==> src/rtl/clock_divider_if.sv <==
// -----------------------------------------------------------------------------
// clock_divider_if
//   Bundles the divided core clock and the core reset that the divider
//   drives towards the CPU/SoC logic.
//
//   Signals
//     clk    divided core clock (flop output, 50% duty)
//     reset  core reset, active-high, registered in the board-clock domain
//
//   Modports
//     master  the divider: drives clk and reset
//     slave   the core side: observes clk and reset
//
//   Interface semantics: there is no valid/ready handshake on this bundle.
//   Both signals are level signals, valid on every board clock cycle once the
//   divider has been reset (or immediately with power-on initial values).
// -----------------------------------------------------------------------------
interface clock_divider_if;
    logic clk;
    logic reset;

    modport master (output clk, output reset);
    modport slave  (input  clk, input  reset);
endinterface

==> src/rtl/clock_divider.sv <==
// -----------------------------------------------------------------------------
// clock_divider
//   Derives the slow core clock and the stretched core reset from the board
//   clock. A free-running BITS-wide counter provides the core clock on its
//   MSB; the core reset stays asserted for RST_CYCLES rising core-clock edges
//   after the board reset is released and drops on a falling core-clock edge.
//
//   Parameters
//     BITS        counter width, core clock period = 2^BITS board cycles (1..32)
//     RST_CYCLES  rising core-clock edges seen with reset asserted (>= 1)
//
//   Ports
//     CLK    in   board clock, the only clock of this block
//     RESET  in   synchronous active-high reset, sampled on posedge CLK
//     core   clock_divider_if.master
//              core.clk    divided clock = counter MSB
//              core.reset  core reset, active-high
//
//   Configuration macro
//     CLKDIV_POR_EN  when defined, the state flops carry power-on values so
//                    the core reset is asserted from configuration without
//                    a RESET pulse. When undefined, outputs are unknown until
//                    RESET has been applied once.
// -----------------------------------------------------------------------------
module clock_divider #(
    parameter int BITS       = 24,
    parameter int RST_CYCLES = 2
) (
    input  logic              CLK,
    input  logic              RESET,
    clock_divider_if.master   core
);

    localparam int HW = $clog2(RST_CYCLES + 1);

    localparam logic [BITS-1:0] ALL_ONES = '1;
    // Last count before the MSB goes high.
    localparam logic [BITS-1:0] RISE_CNT = ALL_ONES >> 1;

`ifdef CLKDIV_POR_EN
    logic [BITS-1:0] r_cnt   = '0;
    logic [HW-1:0]   r_hold  = HW'(RST_CYCLES);
    logic            r_rst_q = 1'b1;
`else
    logic [BITS-1:0] r_cnt;
    logic [HW-1:0]   r_hold;
    logic            r_rst_q;
`endif

    logic w_rise;
    logic w_fall;

    // The edges are decoded from the count that is about to roll into the
    // next state, so the update lands on the same board edge as the clk change.
    assign w_rise = (r_cnt == RISE_CNT);
    assign w_fall = (r_cnt == ALL_ONES);

    always_ff @(posedge CLK) begin
        if (RESET) begin
            r_cnt   <= '0;
            r_hold  <= HW'(RST_CYCLES);
            r_rst_q <= 1'b1;
        end else begin
            r_cnt <= r_cnt + BITS'(1);
            if (w_rise && (r_hold != '0)) begin
                r_hold <= r_hold - HW'(1);
            end
            // Release only on a falling core-clock edge so the core gets half
            // a slow period of margin before its next rising edge.
            if (w_fall && (r_hold == '0)) begin
                r_rst_q <= 1'b0;
            end
        end
    end

    assign core.clk   = r_cnt[BITS-1];
    assign core.reset = r_rst_q;

endmodule

==> src/flat_wrapper.sv <==
// flat-port wrapper written by rule: the top's interface ports become plain ports
module clock_divider_flat 
#(
    parameter int BITS       = 24,
    parameter int RST_CYCLES = 2
)
  (CLK, RESET, core_clk, core_reset);
  clock_divider_if core_i ();
  input  logic CLK;
  input  logic RESET;
  output wire logic [$bits(core_i.clk)-1:0] core_clk;
  output wire logic [$bits(core_i.reset)-1:0] core_reset;
  assign core_clk = core_i.clk;
  assign core_reset = core_i.reset;
  clock_divider #(.BITS(BITS), .RST_CYCLES(RST_CYCLES)) u_core (.CLK(CLK), .RESET(RESET), .core(core_i));
endmodule
==> config.mk <==
export PLATFORM = sky130hd
export DESIGN_NAME = clock_divider_flat
export DESIGN_NICKNAME = d
export VERILOG_FILES = /design/src/rtl/clock_divider_if.sv /design/src/rtl/clock_divider.sv /design/src/flat_wrapper.sv
export SDC_FILE = /design/constraint.sdc
export NUM_CORES = 1
export LEC_CHECK = 0
export ABC_AREA = 0
export BUFFER_PORTS_ARGS = -buffer_cell sky130_fd_sc_hd__buf_4
export CAP_MARGIN = 30
export CORE_MARGIN = 10
export CORE_UTILIZATION = 50
export CTS_CLUSTER_SIZE = 16
export DETAILED_ROUTE_END_ITERATION = 12
export HOLD_SLACK_MARGIN = 0.05
export PLACE_DENSITY_LB_ADDON = 0.2
export SLEW_MARGIN = 20
export SYNTH_ARGS = -nofsm -noshare
export SYNTH_HDL_FRONTEND = slang
export SYNTH_SLANG_ARGS = --single-unit
==> constraint.sdc <==
create_clock -name CLK -period 1.9 [get_ports CLK]
set_input_delay 0.57 -clock CLK [delete_from_list [all_inputs] [get_ports CLK]]
set_output_delay 0.57 -clock CLK [all_outputs]
set_load 0.02 [all_outputs]
# Yosys cells after proc, flatten, opt, wreduce, memory -nomap -nowiden
# Index checks and enable logic that the tools add are counted.
# word_totals
ff_bits	27
inputBits	2
output_inout_bits	2
wordCells	11
# classes
add_sub_neg	2
eq_ne	2
n_reduce_logical	4
# ops
op	n
$add A24 B1 Y24 const B	1
$eq A24 B23 Y1 const B	1
$eq A24 B24 Y1 const B	1
$logic_and A1 B1 Y1	2
$logic_not A2 Y1	1
$reduce_bool A2 Y1	1
$sub A2 B1 Y2 const B	1

# Depth between registers and ports, before layout
# Gate-level depths: netlist of the first run.
# depth
ltp_word	2
mapped_depth	7
depth_no_buf	6

# Worst setup path after synthesis of the first run
# Ideal clock, no wire load.
# synth_path
path_kind	reg2reg
startpoint	register u_core.r_cnt[0]
endpoint	register u_core.r_cnt[22]
setup_ps	86
arrival_time_ps	1844
required_ps	1814
slack_ps	-29
path_stages_with_launch	7
n_path_buf	1
period_less_slack_ps	1929
path_cell_list	dfxtp_1 ha_1 nand4_1 or3_1 buf_2 or4_1 a211oi_1
# synth_between
elab_chain_len	1
# synth_lines
element	line	rtl
from (decl)	clock_divider.sv:45	logic [BITS-1:0] r_cnt;
from (signal assigned)	clock_divider.sv:64	r_cnt <= r_cnt + BITS'(1);
$add A24 B1 Y24	clock_divider.sv:64	
# No other way between the ends.
# A chain may end at the register's enable or synchronous reset.

# Worst setup path after layout of the first run
# layout_path
startpoint	register u_core.r_cnt[0]
endpoint	register u_core.r_cnt[18]
# Same word-level chain as after synthesis.

==> results of run 1 <==
cell type report:
type	count	area, µm²	share of cell area [%]
well taps	28	35.0	2.39
repair buffers	19	146	9.97
inverters	8	30.0	2.04
clock buffers	4	26.3	1.79
flip-flops and latches	27	551	37.5
multi-input cells	103	681	46.3
Yosys cell counts:
cell type,instances
and3_1,3
or4_1,9
nor2b_1,2
nor2_1,11
xor2_1,4
nand3_2,1
a21oi_1,12
buf_1,1
buf_2,1
or2_0,1
inv_1,8
dfxtp_1,27
nor3_1,3
nand2b_1,1
or3_1,8
ha_1,2
o31ai_1,6
clkbuf_1,6
a21o_1,1
nor4bb_1,1
nor4_1,2
nand3_1,8
xnor2_1,5
o21ai_0,7
and4_1,1
mux2_2,1
a211oi_1,1
o41ai_1,1
nand2_1,8
nand4_1,3
nand4b_1,1
power by group through the flow:
stage	Combinational (mW)	Sequential, mW	Clock, mW
6_report	0.0395	0.577	0.241
5_1_grt	0.0457	0.579	0.278
3_5_place_dp	0.0345	0.590	0
3_3_place_gp	0.0339	0.589	0
4_1_cts	0.0349	0.578	0.253
2_1_floorplan	0.0183	0.591	0
per-layer routing:
| metal | wire (µm) | vias to the layer above |
|---|---|---|
| met4 | 27 | 0 |
| met5 | 0 | - |
| li1 | - | 555 |
| met2 | 1290 | 9 |
| met1 | 1150 | 511 |
| met3 | 58 | 4 |
state kept, by name, indices dropped and copies added (netlist names):
name               count
u_core.r_hold          2
u_core.core.reset      1
u_core.r_cnt          24
layout by cell type (no fill, tap or decap), drive strengths merged, types with 4 or more instances in the layout:
cell    instances
a21oi          12
or3             8
buf            19
nand3           9
nand2           8
o31ai           6
xor2            4
inv             8
clkbuf          4
dfxtp          27
or4             9
nor2           11
o21ai           7
xnor2           5
how the worst max path moves through the flow:
stage	to	depth (start not counted)	slack [ns]
CTS	u_core.r_cnt[18]	6	0.03
detailed placement	u_core.r_cnt[19]	4	-0.006
global placement	u_core.r_cnt[20]	6	0.05
finish	u_core.r_cnt[18]	6	0.05
floorplan	u_core.r_cnt[22]	6	0.02
global route	u_core.r_cnt[18]	6	-0.03
worst max-delay path, cell delays in order, from the launching register on:
cell	delay [ns]
dfxtp_4	0.39
ha_4	0.13
nand4_1	0.11
or3_4	0.43
buf_6	0.15
or4_4	0.47
a21oi_2	0.12
metrics by stage:
stage | cell area (µm²) | hold WS, ns | TNS [ns] | setup slack (ns)
after global placement | 1390 | 0.455 | 0 | 0.0451
after global routing | 1470 | 0.490 | -0.0593 | -0.0252
after detailed placement | 1390 | 0.455 | -0.00615 | -0.00615
final | 1470 | 0.477 | 0 | 0.0514
after CTS | 1420 | 0.473 | 0 | 0.0287
after floorplan | 1250 | 0.443 | 0 | 0.0231
cells by family (layout without fill, tap and decap cells):
kind of cell	after synthesis	in the layout	synth area share [%]
flops	27	27	43.7
fa+ha+maj	2	2	2.02
mux	1	1	0.910
buf+inv	16	31	4.95
simple gates	63	63	28.8
compound gates	28	28	13.2
xor+xnor	9	9	6.37
repair_timing:
action,in CTS,in global routing
gates resized for setup,3,12
pin swaps,0,11
endpoints found under the setup margin,5,6
buffers inserted,0,1
==> flow_summary_export.csv, run 1 <==
group,metric,value,unit
sta,worst_pin_slew,0.328,ns
placement,portBuffers,3,
sta,finalSetupViolations,0,
final_layout,finalNetCount,166,
floorplanning,die_h,69.8,µm
critical_path,worstPathMaxFanout,8,
final_layout,syn2layout_area_growth,18.7,%
synth,synth_area_per_cell,8.48,µm²
critical_path,crit_required,2.17,ns
clock_tree,cts-htree-levels,1,
sta,max_freq,0.541,GHz
sta,rsz0062_at_grt,"true",
routing,routed_wl,2530,µm
sta,slew_violations,0,
power,max-vdd-ir-drop,614,µV
synth,synth.area.top_cells,"dfxtp_1 (44%), or4_1 (5.5%), a21oi_1 (4.9%)",
routing,routed_via_density,5.71,
sta,slew_headroom,77.9,%
power,pwr-share-comb,4.6,%
floorplanning,core,2280,µm²
critical_path,worstPathArrival,2.12,ns
grt,overflow,0,
grt,grt_pass1_wl,4460,µm
power,swShare,21.4,%
worst_hold_path,whs_endpoint,"u_core.core.reset",
routing,detail-route-antenna-nets,0,
power,powerDensity,584,nW/µm²
placement,dp_hpwl,1820,µm
final_layout,antenna_cells,0,
clock_tree,cts_hold_buf,0,
floorplanning,rows,17,
power,pwr-share-seq,67.3,%
critical_path,crit-reg2reg-capture,"u_core.r_cnt[18]",
job,drv_cap,0,
clock_tree,cts-root-buf,"clkbuf_4",
critical_path,critPathLaunch,"u_core.r_cnt[0]",
routing,drt_iter0_drc,49,
floorplanning,start_util,54.4,%
final_layout,final_util,64.5,%
routing,drc_errors,0,
sta,final-hold-violation-count,0,
clock_tree,cts_inserted_buffers,3,
run_status,outcome,"finished clean",
clock_tree,cts_buffer_depth,2,
critical_path,setup.worst_path.class,"register to register",
critical_path,crit_path_end_kind,"register",
grt,grt_max_degree,29,
power,internal_power,673,µW
sta,period_minus_slack,1.85,ns
grt,track_usage,10.4,%
routing,routedWlPerCell,13.4,µm
power,clock_power_share,28.1,%
final_layout,nFillCells,189,
power,p_switching,184,µW
critical_path,start_kind,"register",
clock_tree,insertion_delay,0.32,ns
routing,drtPass1Iterations,4,
synth,syn_inst,146,
synth,synth_area,1240,µm²
grt,use_met1,11.6,%
floorplanning,die_w,69.8,µm
worst_hold_path,hp-start,"u_core.core.reset",
critical_path,r2r_start,"u_core.r_cnt[0]",
synth,ys_ff_latch,27,
clock_tree,cts_tree,"yes",
synth,synth_warnings,0,
routing,route.vias.total,1079,
floorplanning,dieArea,4870,µm²
placement,place.gp.congestion,0.805,
synth,seq_area_frac_synth,43.7,%
synth,synth.top_cell.area_share,43.7,%
critical_path,rr_worst_depth,6,
synth,synth_nets,150,
grt,busiest_layer,"met2",
power,power,857,µW
synth,synth_cell_type_count,31,
power,power.leakage,0.486,nW
final_layout,drive_gt1_share,23.0,%
clock_tree,cts_sinks,27,
worst_hold_path,hold_depth,2,
grt,grt_use_met3,3.42,%
final_layout,layoutNonFillerInstCount,189,
sta,finClkSkew,0.00400,ns
grt,grt_pass1_vias,1055,
worst_hold_path,hold_path.class,"register to register",
sta,period_share,97.3,%
clock_tree,clkSlewWorstSetupHoldPaths,0.13,ns
grt,antenna_found_initial,0,
placement,placed_cells,184,
synth,synth.largest_area_cell,"dfxtp_1",
critical_path,r2r_slack,0.05,ns
grt,grt_use_met2,18.1,%
floorplanning,io_pins,4,
No activity file was read; power rests on OpenSTA's default activity.
==> inputs of run 2 (changes only) <==
--- a/config.mk
+++ b/config.mk
@@ -8,6 +8,7 @@
 export ABC_AREA = 0
 export BUFFER_PORTS_ARGS = -buffer_cell sky130_fd_sc_hd__buf_4
 export CAP_MARGIN = 30
+export CORE_ASPECT_RATIO = 0.6
 export CORE_MARGIN = 10
 export CORE_UTILIZATION = 50
 export CTS_CLUSTER_SIZE = 16
==> constraint.sdc (replaced) <==
create_clock -name CLK -period 1.6 [get_ports CLK]
set_input_delay 0.48 -clock CLK [delete_from_list [all_inputs] [get_ports CLK]]
set_output_delay 0.48 -clock CLK [all_outputs]
set_load 0.02 [all_outputs]
==> flow_summary_export.csv, run 2 (synthesis results as in run 1) <==
group,metric,value,unit
run_status,outcome,"finished with violations",
run_status,violations,"negative setup slack",
job,drv_cap,0,
clock_tree,cts-htree-levels,1,
power,max-vdd-ir-drop,448,µV
critical_path,slowest_stage,"dfxtp_4",
sta,period_minus_slack,1.83,ns
routing,wl_met1,1840,µm
routing,detail-route-antenna-nets,0,
critical_path,critPathTopFamily,"simple AND/OR/NAND/NOR gates",
routing,drt_iter0_drc,230,
critical_path,cp.buffers_inverters,2,
sta,period_share,114,%
power,p_switching,252,µW
worst_hold_path,hold_path.class,"register to register",
sta,finClkSkew,0.00592,ns
clock_tree,clkSlewWorstSetupHoldPaths,0.09,ns
clock_tree,cts_buffer_depth,2,
routing,routed.top_layer,"met4",
routing,routedWlPerCell,19.2,µm
final_layout,fin_area,1900,µm²
placement,portBuffers,3,
power,swShare,22.3,%
clock_tree,cts_tree,"yes",
sta,slew_violations,0,
sta,rsz0062_at_grt,"true",
power,pwr-share-seq,60.4,%
grt,track_usage,13.3,%
floorplanning,start_util,54.7,%
critical_path,cp.depth,7,
grt,antenna_found_initial,0,
final_layout,layoutNonFillerInstCount,220,
routing,routed_wl,4220,µm
power,internal_power,879,µW
routing,route.met3.wl,370,µm
final_layout,finalNetCount,195,
final_layout,largest_register_ffs,24,
final_layout,drive_gt1_share,52.1,%
grt,grt_pass1_wl,5490,µm
critical_path,worstPathMaxFanout,8,
floorplanning,die_h,58.5,µm
clock_tree,cts_sinks,27,
floorplanning,io_pins,4,
final_layout,largest_register,"u_core.r_cnt",
placement,dp_hpwl,1970,µm
sta,max_freq,0.546,GHz
routing,wl_met2,1850,µm
routing,routed_via_density,6.16,
power,power,1.13,mW
placement,place.gp.congestion,0.808,
power,pwr-share-comb,5.3,%
critical_path,max_stage_delay,0.39,ns
final_layout,layout_common_cells,"buf_4 (40), dfxtp_1 (15), nor2_1 (11)",
clock_tree,cts_inserted_buffers,3,
clock_tree,cts_hold_buf,0,
floorplanning,die_w,84.2,µm
critical_path,setup.worst_path.class,"register to register",
clock_tree,cts-root-buf,"clkbuf_8",
final_layout,nFillCells,115,
worst_hold_path,hold_depth,2,
power,powerDensity,597,nW/µm²
critical_path,crit_required,1.76,ns
sta,holdWs,0.480,ns
sta,worst_pin_slew,0.412,ns
critical_path,cpMostUsedCell,"buf_6",
clock_tree,insertion_delay,0.27,ns
grt,grt_pass1_vias,1182,
final_layout,mostFrequentLayoutCell,"buf_4",
grt,overflow,0,
placement,place_area,1500,µm²
grt,grt_max_degree,29,
critical_path,cp_cell_sequence,"ha_4 -> nand4_1 -> or3_4 -> buf_6 -> buf_6 -> o31ai_1 -> a21oi_2",
critical_path,r2r_slack,-0.23,ns
sta,slew_headroom,72.5,%
power,clock_power_share,34.3,%
placement,placed_cells,199,
sta,final-hold-violation-count,0,
final_layout,syn2layout_area_growth,53.3,%
floorplanning,core,2260,µm²
sta,setup_ws,-0.230,ns
floorplanning,dieArea,4930,µm²
routing,drc_errors,0,
final_layout,antenna_cells,0,
sta,finalSetupViolations,15,
power,power.leakage,0.668,nW
routing,route.vias.total,1356,
routing,drtPass1Iterations,4,
critical_path,crit_path_end_kind,"register",
floorplanning,rows,13,
critical_path,start_kind,"register",
critical_path,worstPathArrival,1.99,ns
critical_path,rr_worst_depth,7,
run 2: cell count changes in the layout (fill, tap and decap cells not counted), sizes merged:
cell | before | now
buf | 19 | 47
or4 | 9 | 10
run 2: power by group through the flow:
stage          clock (mW)  combinational (mW)  sequential [mW]
6_report            0.388              0.0599            0.683
5_1_grt             0.423              0.0638            0.684
4_1_cts             0.400              0.0482            0.687
3_5_place_dp            0              0.0420            0.702
3_3_place_gp            0              0.0405            0.701
2_1_floorplan           0              0.0219            0.703
run 2: repair_timing:
item | CTS | global route
resized for setup | 26 | 34
setup buffers | 8 | 7
setup endpoints to repair | 15 | 16
gates cloned | 1 | 1
pin swaps | 13 | 11
run 2: cell type report:
class,instances,area (µm²),share of cell area (%)
Multi-Input combinational cell,104,837,44.1
Sequential cell,27,568,29.9
Timing Repair Buffer,47,379,20.0
Clock buffer,4,45.0,2.37
Tap cell,30,37.5,1.98
Inverter,8,30.0,1.58
run 2: metal layers:
| layer | GRT usage, % | vias to the layer above |
|---|---|---|
| met5 | 0 | - |
| met4 | 2.85 | 0 |
| met3 | 3.57 | 23 |
| met2 | 22.9 | 77 |
| met1 | 16.4 | 635 |
| li1 | - | 621 |
run 2: path summary, 6_finish.rpt:
path,start,end
min,u_core.core.reset,u_core.core.reset
max reg2reg,u_core.r_cnt[1],u_core.r_cnt[18]
min reg2reg,u_core.core.reset,u_core.core.reset
max,u_core.r_cnt[1],u_core.r_cnt[18]
run 2: worst min-delay path, cell delays in order (launching register included):
cell and delay, ns:
dfxtp_1 0.33, o41ai_2 0.05, nand2b_1 0.05
run 2: metrics by stage:
stage	worst slack, ns	utilization (%)	TNS (ns)
after detailed placement	-0.194	66.4	-1.91
after floorplan	-0.170	-	-0.766
after global placement	-0.154	66.4	-1.21
after global routing	-0.286	83.9	-2.96
after CTS	-0.156	75.1	-1.25
final	-0.230	83.9	-2.21
